[src/rtl/dec_n_seq.sv]
// Registered N-to-2^N one-hot decoder with latch, timed-pulse and scan modes.
// Define DEC_N_SEQ_ERR_EN to add the err output and reject codes above MAX_CODE.
module dec_n_seq #(
    parameter int N         = 4,
    parameter int PULSE_LEN = 4,
    parameter int SCAN_DIV  = 8,
    parameter int MAX_CODE  = (1 << N) - 1
) (
    input  logic              clk,
    input  logic              rst,
    input  logic              en,
    input  logic [1:0]        mode,
    input  logic              in_valid,
    output logic              in_ready,
    input  logic [N-1:0]      code,
    output logic [(1<<N)-1:0] out,
    output logic              out_valid,
    output logic              busy
`ifdef DEC_N_SEQ_ERR_EN
    ,
    output logic              err
`endif
);

    localparam int OW = 1 << N;
    localparam int CW = (PULSE_LEN > 1) ? $clog2(PULSE_LEN) : 1;
    localparam int DW = (SCAN_DIV > 1) ? $clog2(SCAN_DIV) : 1;

    localparam logic [CW-1:0] CNT_LOAD = CW'(PULSE_LEN - 1);
    localparam logic [DW-1:0] DIV_LAST = DW'(SCAN_DIV - 1);
    localparam logic [N-1:0]  IDX_LAST = N'(MAX_CODE);

    typedef enum logic [1:0] {
        MODE_LATCH = 2'b00,
        MODE_PULSE = 2'b01,
        MODE_SCAN  = 2'b10,
        MODE_RSVD  = 2'b11
    } mode_e;

    mode_e          mode_q, mode_d;
    logic [OW-1:0]  out_q, out_d;
    logic           busy_q, busy_d;
    logic [CW-1:0]  cnt_q, cnt_d;
    logic [N-1:0]   idx_q, idx_d;
    logic [DW-1:0]  div_q, div_d;

    logic           mode_chg;
    logic           xfer;
    logic           code_ok;
    logic [OW-1:0]  dec;

    assign mode_chg = (mode_e'(mode) != mode_q);
    assign dec      = OW'(1) << code;

    always_comb begin
        in_ready = 1'b0;
        if (!rst && en) begin
            in_ready = (mode == MODE_LATCH) ||
                       ((mode == MODE_PULSE) && !busy_q);
        end
    end

    assign xfer = in_valid && in_ready;

`ifdef DEC_N_SEQ_ERR_EN
    assign code_ok = (int'(code) <= MAX_CODE);
`else
    assign code_ok = 1'b1;
`endif

    always_comb begin
        mode_d = mode_q;
        out_d  = out_q;
        busy_d = busy_q;
        cnt_d  = cnt_q;
        idx_d  = idx_q;
        div_d  = div_q;
        if (en) begin
            mode_d = mode_e'(mode);
            if (mode_chg) begin
                // A mode switch aborts everything; new mode runs next edge.
                out_d  = '0;
                busy_d = 1'b0;
                cnt_d  = '0;
                idx_d  = '0;
                div_d  = '0;
            end else begin
                unique case (mode_q)
                    MODE_LATCH: begin
                        if (xfer && code_ok) begin
                            out_d = dec;
                        end
                    end
                    MODE_PULSE: begin
                        if (busy_q) begin
                            if (cnt_q == '0) begin
                                out_d  = '0;
                                busy_d = 1'b0;
                            end else begin
                                cnt_d = cnt_q - 1'b1;
                            end
                        end else if (xfer && code_ok) begin
                            out_d  = dec;
                            busy_d = 1'b1;
                            cnt_d  = CNT_LOAD;
                        end
                    end
                    MODE_SCAN: begin
                        out_d = OW'(1) << idx_q;
                        if (div_q == DIV_LAST) begin
                            div_d = '0;
                            idx_d = (idx_q == IDX_LAST) ? '0 : idx_q + 1'b1;
                        end else begin
                            div_d = div_q + 1'b1;
                        end
                    end
                    MODE_RSVD: begin
                        out_d = '0;
                    end
                    default: begin
                        out_d = '0;
                    end
                endcase
            end
        end
    end

    always_ff @(posedge clk) begin
        if (rst) begin
            mode_q <= MODE_LATCH;
            out_q  <= '0;
            busy_q <= 1'b0;
            cnt_q  <= '0;
            idx_q  <= '0;
            div_q  <= '0;
        end else begin
            mode_q <= mode_d;
            out_q  <= out_d;
            busy_q <= busy_d;
            cnt_q  <= cnt_d;
            idx_q  <= idx_d;
            div_q  <= div_d;
        end
    end

`ifdef DEC_N_SEQ_ERR_EN
    logic err_q, err_d;

    always_comb begin
        err_d = err_q;
        if (en) begin
            err_d = xfer && !code_ok && !mode_chg;
        end
    end

    always_ff @(posedge clk) begin
        if (rst) begin
            err_q <= 1'b0;
        end else begin
            err_q <= err_d;
        end
    end

    assign err = err_q;
`endif

    assign out       = out_q;
    assign out_valid = |out_q;
    assign busy      = busy_q;

endmodule

[config.mk]
export PLATFORM = sky130hd
export DESIGN_NAME = dec_n_seq
export DESIGN_NICKNAME = d
export VERILOG_FILES = /design/src/rtl/dec_n_seq.sv
export SDC_FILE = /design/constraint.sdc
export NUM_CORES = 1
export LEC_CHECK = 0
export CORE_ASPECT_RATIO = 1.75
export CORE_MARGIN = 4
export CORE_UTILIZATION = 39
export CTS_CLUSTER_DIAMETER = 40
export CTS_CLUSTER_SIZE = 40
export DETAILED_ROUTE_END_ITERATION = 6
export DONT_BUFFER_PORTS = 1
export PLACE_DENSITY = 0.59
export SLEW_MARGIN = 20
export SYNTH_ARGS = -nofsm -noshare
export SYNTH_HDL_FRONTEND = slang
export SYNTH_SLANG_ARGS = --single-unit
[constraint.sdc]
create_clock -name clk -period 5.55 [get_ports clk]
set_input_delay 1.665 -clock clk [delete_from_list [all_inputs] [get_ports clk]]
set_output_delay 1.665 -clock clk [all_outputs]
set_load 0.05 [all_outputs]
Word-level counts from Yosys, hierarchy flattened
Index checks and enable logic that the tools add are counted.
{ "word_totals": {"elab_cells": 62, "out_inout_bits": 19, "input_bits": 10, "reg_bits": 28} }
{ "classes": {"eq_ne": 9, "shift": 2, "n_reduce_logical": 19, "muxes": 23, "addsub": 3} }
{ "ops": {"columns": ["cell", "count"], "rows": [
  ["$mux W16", 4],
  ["$pmux W16 S4", 1],
  ["$shl A1 B4 Y16 const A", 2],
  ["$mux W4", 4],
  ["$reduce_or A16 Y1", 1],
  ["$mux W2", 5],
  ["$mux W3", 3],
  ["$logic_not A2 Y1", 3],
  ["$mux W1", 6],
  ["$reduce_and A2 Y1", 3],
  ["$reduce_bool A2 Y1", 3],
  ["$add A4 B1 Y4 const B", 1],
  ["$eq A2 B1 Y1 const B", 2],
  ["$eq A2 B2 Y1 const B", 2],
  ["$eq A4 B4 Y1 const B", 1],
  ["$ne A4 B4 Y1 const B", 1],
  ["$reduce_and A4 Y1", 1],
  ["$add A3 B1 Y3 const B", 1],
  ["$eq A3 B3 Y1 const B", 1],
  ["$logic_and A1 B1 Y1", 3],
  ["$ne A3 B3 Y1 const B", 1],
  ["$reduce_and A3 Y1", 1],
  ["$reduce_bool A3 Y1", 1],
  ["$logic_not A1 Y1", 2],
  ["other kinds (3)", 3]
]} }

Longest topological paths before layout
Gate-level depths: netlist of run 1.
{ "logic_depth": {"ltp_word": 9, "mapped_depth": 7, "ltp_nobuf": 6} }

Worst setup path before layout of run 1
OpenSTA, ideal clock, no wires.
{ "synth_timing": {"kind": "input-to-output", "startpoint": "input mode[1]", "endpoint": "output in_ready", "stages": 3, "t_arrival_ns": 2.965, "required_ns": 3.885, "n_path_buf": 1, "slack_ns": 0.920, "path_cell_list": "buf_6 > or3b_4 > a21oi_1"} }
{ "synth_between": {"elab_chain_cells": 4} }
{ "synth_lines": {"columns": ["item", "line", "rtl"], "rows": [
  ["from (decl)", "12", "input logic [1:0] mode,"],
  ["$eq A2 B1 Y1", "59", "((mode == MODE_PULSE) && !busy_q);"],
  ["$logic_and A1 B1 Y1", "59", null],
  ["$logic_or A1 B1 Y1 *", "58", "in_ready = (mode == MODE_LATCH) ||"],
  ["$mux W1 *", "57", "if (!rst && en) begin"],
  ["to (decl)", "14", "output logic in_ready,"]
]} }
Mark *: on every way between the ends. The rest lies on a longest branch, timed or not.

Worst setup path after layout of run 1
Ends and elaborated chain as after synthesis.

==> load_flow_metrics.sql, run 1 <==
INSERT INTO impl_metrics (metric_group, metric, value, unit) VALUES
('power_and_ir_drop', 'power.static_leakage', '0.702', 'nW'),
('power_and_ir_drop', 'power.density', '202', 'mW/mm^2'),
('floorplanning', 'die_height', '98.2', 'microns'),
('floorplanning', 'core', '0.00444', 'sq mm'),
('placed_design', 'detailed_place_hpwl', '3.54', 'mm'),
('yosys', 'ys_seq_area_share', '30.9', '%'),
('detailed_routing', 'drt-initial-drc-count', '71', ''),
('yosys', 'synth_top_flop_cell', 'sky130_fd_sc_hd__dfxtp_1', ''),
('global_routing', 'first_global_vias', '1659', ''),
('yosys', 'yosys.area_share.simple', '24.3', '%'),
('worst_setup_path', 'r2r_slack', '3.29', 'ns'),
('power_and_ir_drop', 'power', '0.378', 'mW'),
('sta', 'setup_viol', '0', ''),
('worst_setup_path', 'critical_path.startpoint_type', 'input pin', ''),
('detailed_routing', 'detail-route-antenna-nets', '0', ''),
('placed_design', 'finalWeightedCongestion', '0.831', ''),
('sta', 'tns_setup', '0', 'ns'),
('yosys', 'yosys-top-cells-area', 'sky130_fd_sc_hd__dfxtp_1 (31%), sky130_fd_sc_hd__mux2i_1 (9.9%), sky130_fd_sc_hd__o221ai_1 (7.7%)', ''),
('yosys', 'synth_adder_area_share', '6.22', '%'),
('cts', 'insertion_delay', '0.28', 'ns'),
('finish', 'area_growth', '3.11', '%'),
('worst_setup_path', 'endpoint_kind', 'primary output', ''),
('placed_design', 'place.port_buffers', '0', ''),
('job', 'max-cap-violations', '0', ''),
('power_and_ir_drop', 'irDropWorstVdd', '126', 'uV'),
('yosys', 'synth-warning-count', '0', ''),
('global_routing', 'grt_first_pass_wirelength', '7.69', 'mm'),
('sta', 'finClkSkew', '0.00379', 'ns'),
('min_path', 'worstHoldPathCells', '2', ''),
('worst_setup_path', 'timing.critical_path.cells', 'or3b_4, a21oi_1, buf_4', ''),
('yosys', 'synth-edff-count', '0', ''),
('finish', 'drive_above_1_share', '5.71', '%'),
('finish', 'finalCoreUtilization', '42.0', '%'),
('worst_setup_path', 'worstSetupPathType', 'in -> out', ''),
('sta', 'worst_case_setup_margin_in_the_final_layout', '1.48', 'ns'),
('finish', 'fillers', '484', ''),
('status', 'outcome', 'finished, final reports clean', ''),
('yosys', 'synthesis.area', '0.00181', 'sq mm'),
('cts', 'clock_tree.root_cell', 'sky130_fd_sc_hd__clkbuf_8', ''),
('global_routing', 'maximum_number_of_pins_on_one_net_before_global_route_repair', '17', ''),
('yosys', 'yosys.area_share.xor_xnor', '1.38', '%'),
('yosys', 'synthArstFlopShare', '0', '%'),
('placed_design', 'place_area', '0.00181', 'sq mm'),
('sta', 'timing_hold_violations_final', '0', ''),
('worst_setup_path', 'critical_path.slowest_cell', 'sky130_fd_sc_hd__or3b_4', ''),
('detailed_routing', 'avgRoutedWirePerCell', '17.6', 'microns'),
('cts', 'cts-resized-gates', '0', ''),
('worst_setup_path', 'worst-endpoint-arrival', '2.40', 'ns'),
('yosys', 'netlist_instances', '217', ''),
('sta', 'timing.final.crit_period', '4.07', 'ns'),
('cts', 'ctsLongestPathBuffers', '2', ''),
('min_path', 'origin_of_the_worst_min_delay_path', 'div_q[2]', ''),
('yosys', 'yosys-mux-area-fraction', '9.94', '%'),
('min_path', 'hp-class', 'reg -> reg', ''),
('floorplanning', 'effective_utilization_at_floorplan', '40.8', '%'),
('finish', 'nets', '230', ''),
('sta', 'timing.final.max_slew_violations', '0', ''),
('yosys', 'synth.ff_latch_count', '28', ''),
('placed_design', 'dpl_worst_slack', '1.48', 'ns'),
('floorplanning', 'num_io_pins', '29', ''),
('yosys', 'post-synth-top-area-cell', 'sky130_fd_sc_hd__dfxtp_1', ''),
('detailed_routing', 'drcViolationCount', '0', ''),
('worst_setup_path', 'critical_path_peak_fanout', '8', ''),
('yosys', 'synth_fp_nets', '236', ''),
('floorplanning', 'design.die.area', '0.00584', 'sq mm'),
('detailed_routing', 'postRouteWirelength', '4.59', 'mm'),
('worst_setup_path', 'critical-path-top-delay-family', 'simple AND/OR/NAND/NOR gates', ''),
('worst_setup_path', 'critPathMaxStageDelay', '0.40', 'ns'),
('yosys', 'largest_family_of_logic_cells_by_synthesized_area', 'simple AND/OR/NAND/NOR gates', ''),
('cts', 'clkSlewWorstSetupHoldPaths', '0.09', 'ns'),
('global_routing', 'grt_antenna_before_repair', '0', '');
==> cells by family after synthesis <==
| logic type | Yosys count |
|---|---|
| buf+inv | 35 |
| compound gates | 46 |
| simple gates | 79 |
| mux | 18 |
| fa+ha+maj | 9 |
| flops | 28 |
| xor+xnor | 2 |
==> cell usage after synthesis, types with 5 or more instances <==
cell type and number:
sky130_fd_sc_hd__nand2b_1 7, sky130_fd_sc_hd__inv_1 23, sky130_fd_sc_hd__ha_1 9, sky130_fd_sc_hd__nand2_1 9, sky130_fd_sc_hd__clkbuf_1 5, sky130_fd_sc_hd__mux2i_1 18, sky130_fd_sc_hd__dfxtp_1 28, sky130_fd_sc_hd__o21ai_0 5
sky130_fd_sc_hd__nand3_1 9, sky130_fd_sc_hd__a21oi_1 13, sky130_fd_sc_hd__o221ai_1 16, sky130_fd_sc_hd__nor2_1 15, sky130_fd_sc_hd__nor3_1 7, sky130_fd_sc_hd__nor4_1 5, sky130_fd_sc_hd__nand4_1 12
==> report_power, final <==
part	leakage [nW]	total (mW)	internal (mW)	switching, mW
Combinational	0.447	0.0436	0.0142	0.0294
Clock	0.0288	0.127	0.0636	0.0638
Sequential	0.226	0.207	0.203	0.00437
Total	0.702	0.378	0.280	0.0976
==> worst reg2reg max path, stage by stage (launching register included) <==
cell and delay [ns]:
sky130_fd_sc_hd__dfxtp_1 0.75, sky130_fd_sc_hd__nand2b_1 0.25, sky130_fd_sc_hd__o41ai_1 0.39, sky130_fd_sc_hd__nand2_1 0.45, sky130_fd_sc_hd__o221ai_1 0.34
==> flip-flops by register name (all words and copies together), names as in the netlist <==
name    flops
idx_q       4
out        16
div_q       3
busy        1
cnt_q       2
mode_q      2
==> per-layer routing <==
metal	wire (microns)	track usage, %	vias to the layer above
met3	278	3.17	13
met1	1680	17.8	746
met2	2450	29.8	54
met4	174	9.04	0
met5	0	0	-
li1	-	-	786
==> area by class of cell <==
| type | instances | area, sq um | share of cell area (%) |
|---|---|---|---|
| well taps | 51 | 63.8 | 3.42 |
| inverters | 23 | 86.3 | 4.62 |
| clock buffers | 4 | 55.1 | 2.95 |
| multi-input cells | 154 | 1090 | 58.6 |
| flip-flops and latches | 28 | 561 | 30.0 |
| repair buffers | 1 | 7.51 | 0.402 |
==> layout by cell type, fill, tap and decap left out, drive strengths merged, types with 2 or more instances in the layout <==
cell type  instances
a21oi             13
and2               2
clkbuf             4
dfxtp             28
ha                 9
inv               23
mux2i             18
nand2             10
nand2b             7
nand3              9
nand4             12
nor2              15
nor3               8
nor4               6
o211ai             2
o21ai              5
o221ai            16
o31ai              5
or3                3
or4                2
xor2               2
==> how the worst max path moves through the flow <==
stage                       start       end  slack [ns]  depth (start not counted)
final                     mode[1]  in_ready        1.48                          3
after global routing      mode[1]  in_ready        1.44                          3
after CTS                 mode[1]  in_ready        1.48                          3
after detailed placement  mode[1]  in_ready        1.48                          3
after global placement    mode[1]  in_ready        1.49                          3
after floorplan           mode[1]  in_ready        0.92                          3
No activity file was read; power rests on OpenSTA's default activity.
==> inputs of run 2 (changes only) <==
==> constraint.sdc (replaced) <==
create_clock -name clk -period 3.8 [get_ports clk]
set_input_delay 1.14 -clock clk [delete_from_list [all_inputs] [get_ports clk]]
set_output_delay 1.14 -clock clk [all_outputs]
set_load 0.05 [all_outputs]
==> run 2 against run 1 <==
Net effect:
- final cell count is the same
- utilization is 0.37 points higher
- non-clock buffer count stayed put
- clock skew shrank 0.0013 ns
- cell area grew 0.87%
- worst setup slack got worse by 0.78 ns
- flip-flop and latch count unchanged
- power up 61%
- combinational power grew 46%
- largest cell class unchanged
==> load_flow_metrics.sql, run 2 (synthesized netlist as in run 1, its figures left out) <==
INSERT INTO impl_metrics (metric_group, metric, value, unit) VALUES
('status', 'outcome', 'finished, final reports clean', ''),
('cts', 'cts-resized-gates', '0', ''),
('worst_setup_path', 'critical_path_peak_fanout', '4', ''),
('sta', 'timing.final.max_slew_violations', '0', ''),
('min_path', 'hp-class', 'reg -> reg', ''),
('worst_setup_path', 'worst-endpoint-arrival', '1.96', 'ns'),
('placed_design', 'finalWeightedCongestion', '0.827', ''),
('floorplanning', 'design.die.area', '0.00584', 'sq mm'),
('detailed_routing', 'drt-initial-drc-count', '74', ''),
('job', 'max-cap-violations', '0', ''),
('power_and_ir_drop', 'power.clock.fraction', '39.7', '%'),
('worst_setup_path', 'cp-endpoint', 'out_valid', ''),
('power_and_ir_drop', 'share_comb_of_total_power', '10.5', '%'),
('finish', 'drive_above_1_share', '5.71', '%'),
('worst_setup_path', 'crit_required', '2.66', 'ns'),
('cts', 'htree_num_levels', '1', ''),
('placed_design', 'detailed_place_hpwl', '3.53', 'mm'),
('worst_setup_path', 'endpoint_kind', 'primary output', ''),
('floorplanning', 'num_io_pins', '29', ''),
('cts', 'insertion_delay', '0.28', 'ns'),
('power_and_ir_drop', 'seq_power_share', '49.8', '%'),
('global_routing', 'maximum_number_of_pins_on_one_net_before_global_route_repair', '17', ''),
('sta', 'timing_hold_violations_final', '0', ''),
('global_routing', 'grt_antenna_before_repair', '0', ''),
('detailed_routing', 'avgRoutedWirePerCell', '17.6', 'microns'),
('finish', 'fin_cells', '261', ''),
('detailed_routing', 'detail-route-antenna-nets', '0', ''),
('global_routing', 'first_global_vias', '1609', ''),
('detailed_routing', 'post_drt_via_cell_ratio', '6.14', ''),
('sta', 'tightestPinTransition', '0.867', 'ns'),
('detailed_routing', 'drcViolationCount', '0', ''),
('power_and_ir_drop', 'internal-power', '0.458', 'mW'),
('sta', 'grt_setup_unrepaired', 'no', ''),
('finish', 'area_growth', '4.01', '%'),
('cts', 'cts_post_setup_buffers_inserted', '0', ''),
('finish', 'fillers', '458', ''),
('cts', 'clock_tree.root_cell', 'sky130_fd_sc_hd__clkbuf_8', ''),
('sta', 'fin_crit_sh', '81.6', '%'),
('floorplanning', 'die_height', '98.2', 'microns'),
('sta', 'fmax', '0.322', 'GHz'),
('floorplanning', 'effective_utilization_at_floorplan', '40.8', '%'),
('sta', 'tns_setup', '0', 'ns'),
('sta', 'timing.final.crit_period', '3.10', 'ns'),
('finish', 'fin_area', '0.00188', 'sq mm'),
('cts', 'clkSlewWorstSetupHoldPaths', '0.10', 'ns'),
('placed_design', 'place_area', '0.00181', 'sq mm'),
('worst_setup_path', 'r2r_slack', '1.55', 'ns'),
('cts', 'tritoncts', 'done', ''),
('power_and_ir_drop', 'irDropWorstVdd', '203', 'uV'),
('worst_setup_path', 'r2r_cells', '4', ''),
('cts', 'cts.sink_count', '28', ''),
('global_routing', 'grt_first_pass_wirelength', '7.53', 'mm'),
('finish', 'ff_latch_area', '561', 'sq um'),
('worst_setup_path', 'critical_path.startpoint_type', 'flop', ''),
('sta', 'hold_slack', '0.459', 'ns'),
('detailed_routing', 'firstDrtPassIters', '4', ''),
('floorplanning', 'num_rows', '32', ''),
('global_routing', 'global_route.overflow_total', '0', ''),
('power_and_ir_drop', 'power.static_leakage', '0.709', 'nW'),
('power_and_ir_drop', 'power', '0.608', 'mW'),
('finish', 'total_area_of_multi_input_combinational_cells', '0.00109', 'sq mm'),
('worst_setup_path', 'worst_r2r_endpoint', 'out[10]', ''),
('floorplanning', 'fp.dieW', '59.5', 'microns'),
('finish', 'largest_reg_flops', '16', ''),
('global_routing', 'grt.total_usage', '16.4', '%'),
('finish', 'most_common_library_cell_in_the_layout_ignoring_fill_and_taps', 'sky130_fd_sc_hd__dfxtp_1', ''),
('power_and_ir_drop', 'power.switching', '0.150', 'mW'),
('worst_setup_path', 'regToRegStartpoint', 'busy', ''),
('cts', 'numCtsBuffers', '3', ''),
('sta', 'finClkSkew', '0.00247', 'ns'),
('finish', 'final_cell_mix', 'sky130_fd_sc_hd__dfxtp_1 (28), sky130_fd_sc_hd__inv_1 (23), sky130_fd_sc_hd__mux2i_1 (18), sky130_fd_sc_hd__o221ai_1 (16), sky130_fd_sc_hd__nor2_1 (15)', ''),
('placed_design', 'dp.cells', '257', ''),
('sta', 'setup_viol', '0', ''),
('finish', 'diodes', '0', ''),
('power_and_ir_drop', 'power.density', '323', 'mW/mm^2'),
('detailed_routing', 'via_count', '1602', ''),
('finish', 'nets', '230', ''),
('cts', 'ctsLongestPathBuffers', '2', ''),
('power_and_ir_drop', 'p_sw_share', '24.6', '%'),
('floorplanning', 'core', '0.00444', 'sq mm'),
('sta', 'slew-limit-headroom', '42.2', '%'),
('min_path', 'origin_of_the_worst_min_delay_path', 'div_q[1]', ''),
('detailed_routing', 'postRouteWirelength', '4.58', 'mm'),
('worst_setup_path', 'worstSetupPathType', 'reg -> out', ''),
('worst_setup_path', 'timing.critical_path.from', 'out[5]', ''),
('cts', 'holdBufCountCts', '0', ''),
('placed_design', 'place.port_buffers', '0', '');
-- run 2: cell types whose count changed in the layout (fill, tap and decap cells not counted), sizes merged --
cell / previous run / this run
clkbuf: 4 / 3
bufinv: 0 / 1
-- run 2: critical path: stages, from the launching register on --
cell	delay, ns
sky130_fd_sc_hd__dfxtp_1	0.51
sky130_fd_sc_hd__nor4_1	0.55
sky130_fd_sc_hd__nand4_1	0.62
-- run 2: how the worst min path moves through the flow --
stage	endpoint	slack, ns	cells after the start
finish	div_q[1]	0.46	2
global route	div_q[2]	0.49	2
CTS	div_q[1]	0.46	2
detailed placement	div_q[1]	0.45	2
global placement	div_q[1]	0.46	2
floorplan	div_q[1]	0.44	2
-- run 2: power groups by stage --
stage / clock (mW) / sequential, mW / combinational [mW]
finish: 0.242 / 0.303 / 0.0637
global route: 0.261 / 0.303 / 0.0705
CTS: 0.245 / 0.303 / 0.0638
detailed placement: 0 / 0.310 / 0.0635
global placement: 0 / 0.309 / 0.0630
floorplan: 0 / 0.306 / 0.0587
-- run 2: metrics by stage --
stage | setup WS, ns | utilization, %
floorplan | 0.220 | -
global placement | 0.786 | 40.8
detailed placement | 0.787 | 40.8
CTS | 0.735 | 42.4
global route | 0.655 | 42.4
finish | 0.698 | 42.4
-- run 2: cell type report --
cell class | count | share of cell area (%)
repair buffers | 1 | 0.398
well taps | 51 | 3.39
flip-flops and latches | 28 | 29.7
clock inverters | 1 | 1.59
inverters | 23 | 4.58
multi-input cells | 154 | 58.1
clock buffers | 3 | 2.19
-- run 2: per-layer routing --
metal / wire length (microns) / vias to the layer above / global-route usage (%)
met3: 248 / 9 / 3.84
met2: 2520 / 41 / 30.1
met4: 98 / 0 / 5.97
li1: - / 790 / -
met5: 0 / - / 0
met1: 1720 / 762 / 17.3
